--- config.mk ---
export PLATFORM = sky130hd
export DESIGN_NAME = fetch_sequencer
export DESIGN_NICKNAME = d
export VERILOG_FILES = /design/src/rtl/fetch_sequencer.sv
export SDC_FILE = /design/constraint.sdc
export NUM_CORES = 1
export LEC_CHECK = 0
export ABC_AREA = 1
export BUFFER_PORTS_ARGS = -buffer_cell sky130_fd_sc_hd__clkbuf_2
export CORE_MARGIN = 2
export CORE_UTILIZATION = 47
export CTS_CLUSTER_DIAMETER = 60
export DETAILED_ROUTE_END_ITERATION = 10
export GPL_ROUTABILITY_DRIVEN = 0
export GPL_TIMING_DRIVEN = 0
export PLACE_DENSITY_LB_ADDON = 0.12
export SYNTH_ARGS = -nofsm -noshare
export SYNTH_HDL_FRONTEND = slang
export SYNTH_SLANG_ARGS = --single-unit
--- constraint.sdc ---
create_clock -name CLK -period 7.9 [get_ports CLK]
set_input_delay 0.79 -clock CLK [delete_from_list [all_inputs] [get_ports CLK]]
set_output_delay 0.79 -clock CLK [all_outputs]
set_load 0.02 [all_outputs]
--- src/rtl/fetch_sequencer.sv ---
// Instruction-fetch controller: owns the PC, issues imem requests, skids one
// instruction on stall, squashes on redirect. Optional FETCH_PERF_EN adds perf counters.
module fetch_sequencer #(
  parameter logic [31:0] RESET_PC = 32'h0000_0000
) (
  input  logic        CLK,
  input  logic        RST,
  output logic        imem_req,
  output logic [31:0] imem_addr,
  input  logic        imem_ready,
  input  logic [31:0] imem_rdata,
  input  logic        stall,
  input  logic        redirect,
  input  logic [31:0] redirect_target,
  input  logic        halt,
  output logic        if_valid,
  output logic [31:0] if_instr,
  output logic [31:0] if_pc,
  output logic [31:0] if_npc,
  output logic        squash,
  output logic        halted,
  output logic        fault,
  output logic [1:0]  dbg_state
`ifdef FETCH_PERF_EN
  ,
  output logic [31:0] perf_fetches,
  output logic [31:0] perf_stall_cycles
`endif
);

  typedef enum logic [1:0] {
    IDLE     = 2'd0,
    FETCH    = 2'd1,
    BUFFERED = 2'd2,
    HALTED   = 2'd3
  } state_t;

  state_t      state, state_next;
  logic [31:0] pc;
  logic [31:0] buf_instr;
  logic [31:0] buf_pc;
  logic        accept_redirect;
  logic        misaligned;
  logic        capture;

  assign misaligned = |redirect_target[1:0];
  // A fetch completes only when no halt/redirect overrides the cycle.
  assign capture    = (state == FETCH) && imem_ready && !halt && !redirect;
  assign imem_req   = (state == FETCH);
  assign imem_addr  = pc;
  assign squash     = accept_redirect;
  assign dbg_state  = state;

  always_ff @(posedge CLK or posedge RST) begin
    if (RST) state <= IDLE;
    else     state <= state_next;
  end

  always_comb begin
    state_next      = state;
    accept_redirect = 1'b0;
    if (state != HALTED) begin
      if (halt) begin
        state_next = HALTED;
      end else if (redirect) begin
        accept_redirect = 1'b1;
        state_next      = misaligned ? HALTED : FETCH;
      end else begin
        case (state)
          IDLE:     state_next = FETCH;
          FETCH:    if (imem_ready && stall) state_next = BUFFERED;
          BUFFERED: if (!stall) state_next = FETCH;
          default:  state_next = state;
        endcase
      end
    end
  end

  always_ff @(posedge CLK or posedge RST) begin
    if (RST) begin
      pc        <= RESET_PC;
      if_valid  <= 1'b0;
      if_instr  <= '0;
      if_pc     <= '0;
      if_npc    <= '0;
      buf_instr <= '0;
      buf_pc    <= '0;
      halted    <= 1'b0;
      fault     <= 1'b0;
    end else if (state != HALTED) begin
      if (halt) begin
        if_valid <= 1'b0;
        halted   <= 1'b1;
      end else if (redirect) begin
        if_valid  <= 1'b0;
        buf_instr <= '0;
        buf_pc    <= '0;
        if (misaligned) begin
          fault  <= 1'b1;
          halted <= 1'b1;
        end else begin
          pc <= redirect_target;
        end
      end else if (capture) begin
        pc <= pc + 32'd4;
        if (stall) begin
          buf_instr <= imem_rdata;
          buf_pc    <= pc;
        end else begin
          if_valid <= 1'b1;
          if_instr <= imem_rdata;
          if_pc    <= pc;
          if_npc   <= pc + 32'd4;
        end
      end else if (state == FETCH && !stall) begin
        if_valid <= 1'b0;
      end else if (state == BUFFERED && !stall) begin
        if_valid <= 1'b1;
        if_instr <= buf_instr;
        if_pc    <= buf_pc;
        if_npc   <= buf_pc + 32'd4;
      end
    end
  end

`ifdef FETCH_PERF_EN
  always_ff @(posedge CLK or posedge RST) begin
    if (RST) begin
      perf_fetches      <= '0;
      perf_stall_cycles <= '0;
    end else begin
      if (capture) perf_fetches <= perf_fetches + 32'd1;
      if (stall && state != HALTED) perf_stall_cycles <= perf_stall_cycles + 32'd1;
    end
  end
`endif

endmodule

After elaboration in Yosys (flattened, before gate mapping) --
Cells that the tools add are included.
Cells by class: reductions and logical operators 25, equal/unequal tests 9, bitwise operators 2, muxes and demuxes 39, add/subtract/negate cells 2
Operators by type and width (count):
- $mux 32 | 21
- $add 32x3->32 const B | 2
- $reduce_and 4->1 | 4
- $mux 1 | 12
- $mux 2 | 5
- $reduce_bool 2->1 | 5
- $reduce_bool 5->1 | 2
- $ne 2x2->1 const B | 4
- $ne 4x4->1 const B | 2
- $logic_and 1x1->1 | 6
- $pmux 2 s3 | 1
- $reduce_and 3->1 | 2
- $reduce_and 6->1 | 1
- $ne 4x1->1 const B | 1
- $logic_not 1->1 | 3
- $eq 2x1->1 const B | 1
- $eq 2x2->1 const B | 1
- $logic_not 2->1 | 1
- $not 1->1 | 2
- $reduce_or 2->1 | 1
Storage, ports and cells: logic and storage cells 87, flip-flop bits (word level) 197, output and inout bits 135

Logic depth before layout (Yosys ltp) --
Gate-level depths: netlist of the first run.
depth after elaboration 7, mapped depth 11, mapped depth without buffers 10

Least setup slack after synthesis of the first run --
Ideal clock, no wire load.
path kind in2reg, from input redirect, to register pc[17] (netlist: imem_addr[17]), stages 8, data arrival time 1.859 ns, library setup time 0.124 ns, slack 5.917 ns, buffers on the path 1, path through inv_2 > nor3_4 > nand2_1 > nand2_4 > inv_2 > buf_2 > a21oi_1 > a21oi_1
On the way: word-level cells in the longest chain between the ends 4, elaborated cells on any way between the ends 6, classes of those cells 1 x eq/ne; 1 x mux; 4 x reduce/logical
RTL lines:
- from (decl) | line 13 | input logic redirect,
- $logic_not 1->1 | line 48 | assign capture = (state == FETCH) && imem_ready && !halt && !redirect;
- $logic_and 1x1->1 | line 48
- $reduce_bool 2->1 (no source line)
- $reduce_and 4->1 (no source line)
- to (signal assigned) | line 102 | pc <= redirect_target;
- to (signal assigned) | line 105 | pc <= pc + 32'd4;
- to (decl) | line 39 | logic [31:0] pc;
Parallel ways exist; a longest one is shown, timed or not. A chain may end at the register's enable or synchronous reset.

Worst setup path after layout of the first run --
from register pc[3] (netlist: imem_addr[3]), to register if_npc[20]
On the way: word-level cells in the longest chain between the ends 3
RTL lines:
- $add 32x3->32 | line 113 | if_npc <= pc + 32'd4;
- $mux 32 | line 106 | if (stall) begin
- $mux 32 | line 104 | end else if (capture) begin
- to (signal assigned) | line 113
- to (signal assigned) | line 121 | if_npc <= buf_pc + 32'd4;
- to (decl) | line 19 | output logic [31:0] if_npc,
No other way between the ends. The select of a mux whose other input is x is not followed.

==> impl_results.md, run 1 <==
* WL per Instance at 18.4 um
* Syn Nets at 1448
* Slowest stage cell, crit path: nor2_1
* Largest net degree at the start of global routing at 128
* Maximum vdd ir drop at 0.000180 V
* Setup Fix Bufs, Post-CTS at 0
* Ratio of final minimum period to clock period at 0.312
* CP Max Fanout at 7
* Synthesized cell area at 0.0101 mm^2
* Status: finished, final reports clean
* Worst r2r src: imem_addr[3]$_DFFE_PP0P_
* Fin crit period at 2.46 ns
* Antenna diode count at 0
* Clock Skew at 0.0184 ns
* Clk buf depth at 2
* Clk slew on worst S/H paths at 0.08 ns
* Hold Path Class: input pin to async pin
* Area Growth Syn to Fin at 19.9%
* Yosys top cell area share at 0.485
* Critical Path End Type: register
* Drt first-iter violations at 1250
* GR Util All Layers at 0.310
* Reported max-cap violation count at 0
* Slew Limit Fails at 0
* Netlist cell types at 36
* Worst setup path startpoint: imem_addr[3]$_DFFE_PP0P_
* Clk sink count at 195
* Initial antenna violation count at 0
* Avg Inst Size Synth at 7.31 um^2
* Post-Place Setup Slack at 5.16 ns
* Leakage at 0.00597 uW
* Worst slew pin tran at 0.868 ns
* Starting density of the core at 0.479
* Nets at 1672
* Post-Syn Instances at 1376
* CP max stage delay at 0.52 ns
* Final ANT Viol Nets at 0
* CP dominant cell by count: nand2_1
* PortBufs at 204
* Final setup viols at 0
* Final instance area at 0.0121 mm^2
* Unrepaired setup endpoints after global routing: no
* Remaining DRCs at 0
* Core box area at 0.0210 mm^2
* Die W at 150 um
* DR vias at 10477
* Critical path data arrival time at 2.80 ns
* Synth warn at 0
* Delay-heaviest family, CP: simple AND/OR/NAND/NOR gates
* Skew-Pair Late Insertion Delay at 0.45 ns
* TritonCTS clock tree: built
* Final hold vios at 0
* Largest area contributor in the netlist: dfrtp_1
* Share of layout cells above drive strength 1 at 0.189
* Seq cells post-synth at 195
* Worst path bufs/invs at 0
* Post-DP HPWL at 25800 um
* Hold_buf cts at 0
* Ranking of synthesized cells by area: dfrtp_1, nand2_1, nor2_1
* Post-CTS Resized at 0
* Full die area at 0.0226 mm^2
* Global-route wire length before repair at 53200 um
* Fmax at 406 MHz
* Register area share after synthesis at 0.485
* Vias per cell at 5.55
* Max H-tree Level at 4
* PD cells at 349 mW/mm^2
* Critical path, cell by cell: ha_1 > nand2_1 > nor2_1 > nand2_1 > nor2_1 > nand2_1 > nand2_1 > nand3_1 > nand3_1 > nand2_1
* Tot Pwr at 4210 uW
* Final setup margin at 5.44 ns
* GRT overflow at 0
* Vias in the first global route at 9583
* Req. time, crit path at 8.24 ns
* Routed WL at 34700 um
* Die Ht at 150 um
* TritonCTS Buffers at 17
* Root Buffer: clkbuf_16
* DR pass1 iterations at 7
* Max-slew headroom at 0.421
* Startpoint class of the critical path: register
* Fillers at 1993
* # IOs at 205
* Post-Place Cell Area at 0.0115 mm^2
* Critical path class: register to register
* # rows at 53
==> layout by cell type (no fill, tap or decap), types with 2 or more instances in the layout <==
| cell | netlist | final |
|---|---|---|
| dfrtp_1 | 195 | 195 |
| inv_6 | 0 | 5 |
| ha_1 | 2 | 2 |
| clkinv_8 | 0 | 2 |
| nand2_4 | 2 | 2 |
| a22oi_1 | 2 | 2 |
| clkbuf_1 | 19 | 19 |
| a31oi_1 | 70 | 70 |
| buf_4 | 9 | 9 |
| clkbuf_16 | 0 | 17 |
| o21ai_0 | 51 | 51 |
| nand4_1 | 11 | 11 |
| o21ai_1 | 9 | 9 |
| clkbuf_2 | 0 | 204 |
| buf_2 | 36 | 36 |
| o211ai_1 | 2 | 2 |
| nor2_1 | 212 | 212 |
| buf_1 | 5 | 5 |
| or2_2 | 2 | 2 |
| inv_8 | 0 | 6 |
| xor2_1 | 3 | 3 |
| nor2_4 | 2 | 2 |
| o22ai_1 | 14 | 14 |
| nand2_1 | 461 | 461 |
| inv_2 | 9 | 9 |
| nand3_1 | 131 | 131 |
| a21oi_1 | 43 | 43 |
| inv_1 | 73 | 72 |
==> per-stage QoR <==
step,util,setup TNS (ns),hold slack [ns],std cells
2_1_floorplan,-,0,0.442,1376
3_3_place_gp,0.544,-123.40,0.453,1855
3_5_place_dp,0.545,0,0.459,1856
4_1_cts,0.574,0,0.401,1888
5_1_grt,0.574,0,0.422,1888
6_report,0.574,0,0.371,1888
==> routing by layer <==
layer | share of wire | global-route usage
met1 | 0.41 | 0.427
met2 | 0.45 | 0.485
met3 | 0.099 | 0.0658
met4 | 0.036 | 0.116
met5 | 0 | 0
==> power breakdown <==
part	internal [uW]	leakage (uW)	switching (uW)
clock network	457	0.000295	451
logic	527	0.00313	1020
registers	1380	0.00254	380
total	2360	0.00597	1850
==> registers in the layout, summed over array words and instances, names as in the netlist <==
name / flops
halted: 1
dbg_state: 2
buf_instr: 32
if_pc: 32
if_npc: 30
buf_pc: 32
imem_addr: 32
fault: 1
if_valid: 1
if_instr: 32
==> cell families (layout without fill, tap and decap cells) <==
kind of cell | Yosys count | after routing | synth area share
compound gates | 197 | 197 | 0.111
flops | 195 | 195 | 0.485
fa+ha+maj | 2 | 2 | 0.00249
simple gates | 827 | 827 | 0.334
xor+xnor | 4 | 4 | 0.00348
buf+inv | 151 | 388 | 0.0642
==> final cells by class <==
type | count | area [um^2] | share of cell area
tap | 275 | 344 | 0.0285
clock inverter | 15 | 179 | 0.0148
clock buffer | 17 | 425 | 0.0353
sequential | 195 | 4880 | 0.404
buffer | 69 | 338 | 0.0280
multi-input combinational | 1030 | 4540 | 0.376
inverter | 82 | 315 | 0.0261
timing repair buffer | 205 | 1050 | 0.0869
==> worst paths after layout <==
| check | end | slack (ns) | cells after the start |
|---|---|---|---|
| max | if_npc[20]$_DFFE_PP0P_ | 5.44 | 10 |
| min | if_instr[26]$_DFFE_PP0P_ | 0.37 | 2 |
| max reg2reg | if_npc[20]$_DFFE_PP0P_ | 5.44 | 10 |
| min reg2reg | buf_pc[1]$_DFFE_PP0P_ | 0.47 | 2 |
| max in group asynchronous | buf_pc[26]$_DFFE_PP0P_ | 6.54 | 3 |
| min in group CLK | buf_pc[1]$_DFFE_PP0P_ | 0.47 | 2 |
==> cell usage after synthesis <==
cell type,instances
nand2_1,461
nor2_1,212
dfrtp_1,195
nand3_1,131
inv_1,73
a31oi_1,70
o21ai_0,51
a21oi_1,43
buf_2,36
clkbuf_1,19
o22ai_1,14
nand4_1,11
buf_4,9
inv_2,9
o21ai_1,9
buf_1,5
xor2_1,3
a22oi_1,2
ha_1,2
nand2_4,2
nor2_4,2
o211ai_1,2
or2_2,2
a21o_1,1
a21oi_2,1
a31o_2,1
and2_1,1
nand2_2,1
nand3_2,1
nor2_2,1
nor3_1,1
nor3_4,1
o21a_1,1
o21ai_2,1
o21bai_1,1
xnor2_1,1
(Power assumes the default switching activity.)
==> inputs of run 2 (changes only) <==
Clock period 7.9 ns to 2.4 ns, I/O delays scaled along.
==> run 2 against run 1 <==
Worst setup slack worse by 5.4 ns. Sequential share of layout area down 0.35 points. Combinational power rose to 3.3 times the previous value. Global-route usage up 0.39 points. Worst hold slack worse by 0.34 ns. Critical endpoint is now imem_addr[30]$_DFFE_PP0P_. Largest power group unchanged.
==> impl_results.md, run 2 (synthesis results as in run 1) <==
* Util after Layout at 0.579
* Vias in the first global route at 9797
* Nets at 1678
* Fillers at 2048
* DR pass1 iterations at 8
* Req. time, crit path at 2.73 ns
* Die Ht at 150 um
* Max H-tree Level at 4
* Final hold vios at 0
* Critical path class: register to register
* CP Max Fanout at 7
* Hold Path Class: input pin to register
* Startpoint class of the critical path: register
* Core box area at 0.0210 mm^2
* # IOs at 205
* Fmax at 433 MHz
* PD cells at 1140 mW/mm^2
* Final setup margin at 0.0890 ns
* TritonCTS Buffers at 17
* Starting density of the core at 0.479
* Most frequent cells in the layout: nand2_1, nor2_1, clkbuf_2, dfrtp_1, nand3_1
* Full die area at 0.0226 mm^2
* Routed WL at 35000 um
* Post-Place Cell Area at 0.0116 mm^2
* GR Util All Layers at 0.314
* Clock Skew at 0.0154 ns
* Setup Fix Bufs, Post-CTS at 0
* Critical path, cell by cell: ha_1 > nand2_1 > nor2_1 > nand2_1 > nor2_1 > nand2_1 > nand2_1 > nand3_1 > nand2_1 > o21ai_0
* CP dominant cell by count: nand2_1
* Final setup viols at 0
* GRT overflow at 0
* Multi-input combinational cell area at 0.00454 mm^2
* Skew-Pair Late Insertion Delay at 0.45 ns
* Maximum vdd ir drop at 0.000612 V
* Critical path data arrival time at 2.64 ns
* Unrepaired setup endpoints after global routing: yes
* Delay-heaviest family, CP: simple AND/OR/NAND/NOR gates
* Final ANT Viol Nets at 0
* Max-slew headroom at 0.392
* Critical Path End Type: register
* Drt first-iter violations at 1212
* Post-Place Setup Slack at 0.0529 ns
* WL per Instance at 18.5 um
* Final instance area at 0.0122 mm^2
* Remaining DRCs at 0
* Slew Limit Fails at 0
* Die W at 150 um
* Worst path bufs/invs at 0
* Antenna diode count at 0
* Area Growth Syn to Fin at 21.0%
* Initial antenna violation count at 0
* CP max stage delay at 0.45 ns
* Reported max-cap violation count at 0
* Leakage at 0.00600 uW
* Post-DP HPWL at 26500 um
* Hold Slack at 0.0292 ns
* Fin crit period at 2.31 ns
* Most common cell after layout, fill and taps aside: nand2_1
* FF+latch area at 0.00488 mm^2
* Share of layout cells above drive strength 1 at 0.193
* Clk buf depth at 2
* DR vias at 10412
* Status: finished, final reports clean
* PortBufs at 204
* Vias per cell at 5.50
* Ratio of final minimum period to clock period at 0.963
* Clk sink count at 195
* Root Buffer: clkbuf_16
* Worst slew pin tran at 0.912 ns
* Global-route wire length before repair at 53900 um
* Clk slew on worst S/H paths at 0.08 ns
* TritonCTS clock tree: built
* Largest net degree at the start of global routing at 36
* Slowest stage cell, crit path: nor2_1
* # rows at 53
[run 2: layer usage]
layer,vias up,share of wire,global-route usage
li1,4943,-,-
met1,4868,0.41,0.427
met2,528,0.46,0.497
met3,73,0.092,0.0618
met4,0,0.036,0.125
met5,-,0,0
[run 2: stage by stage]
step / power (uW) / std cells / setup TNS, ns
floorplan: 8900 / 1376 / -69.89
global placement: 10800 / 1855 / -326.00
detailed placement: 10900 / 1861 / 0
CTS: 13900 / 1894 / 0
global route: 14800 / 1894 / -0.172
finish: 13900 / 1894 / 0
[run 2: final timing paths]
kind / from / end / slack, ns / cells past startpoint
hold / removal: imem_rdata[7] / buf_instr[7]$_DFFE_PP0P_ / 0.03 / 3
min in group asynchronous: RST / if_npc[12]$_DFFE_PP0P_ / 0.40 / 3
setup reg to reg: imem_addr[3]$_DFFE_PP0P_ / imem_addr[30]$_DFFE_PP0P_ / 0.09 / 10
max in group asynchronous: RST / buf_pc[29]$_DFFE_PP0P_ / 0.96 / 6
hold reg to reg: halted$_DFFE_PP0P_ / halted$_DFFE_PP0P_ / 0.47 / 1
setup / recovery: imem_addr[3]$_DFFE_PP0P_ / imem_addr[30]$_DFFE_PP0P_ / 0.09 / 10
[run 2: layout make-up]
class,count,share of cell area
repair buffers,211,0.0946
plain buffers,69,0.0279
clock buffers,18,0.0361
inverters,82,0.0256
multi-input cells,1030,0.373
flip-flops and latches,195,0.401
clock inverters,14,0.0136
well taps,275,0.0283
[run 2: worst reg2reg max path, delay by kind of cell (launching register included)]
family	cells	cell delay [ns]
compound gates	1	0.07
fa+ha+maj	1	0.20
flops	1	0.44
simple gates	8	1.49
[run 2: power by group]
| group | leakage [uW] | total, uW | switching, uW | internal, uW |
|---|---|---|---|---|
| clock | 0.000287 | 2980 | 1460 | 1520 |
| combinational | 0.00318 | 5120 | 3370 | 1750 |
| sequential | 0.00254 | 5790 | 1250 | 4540 |
| total | 0.00600 | 13900 | 6090 | 7800 |
[run 2: timing repair]
item                       in CTS  in global routing
hold endpoints to repair       20                  0
setup endpoints to repair       0                 14
hold buffers                    1                  0
gates resized for setup         0                  3
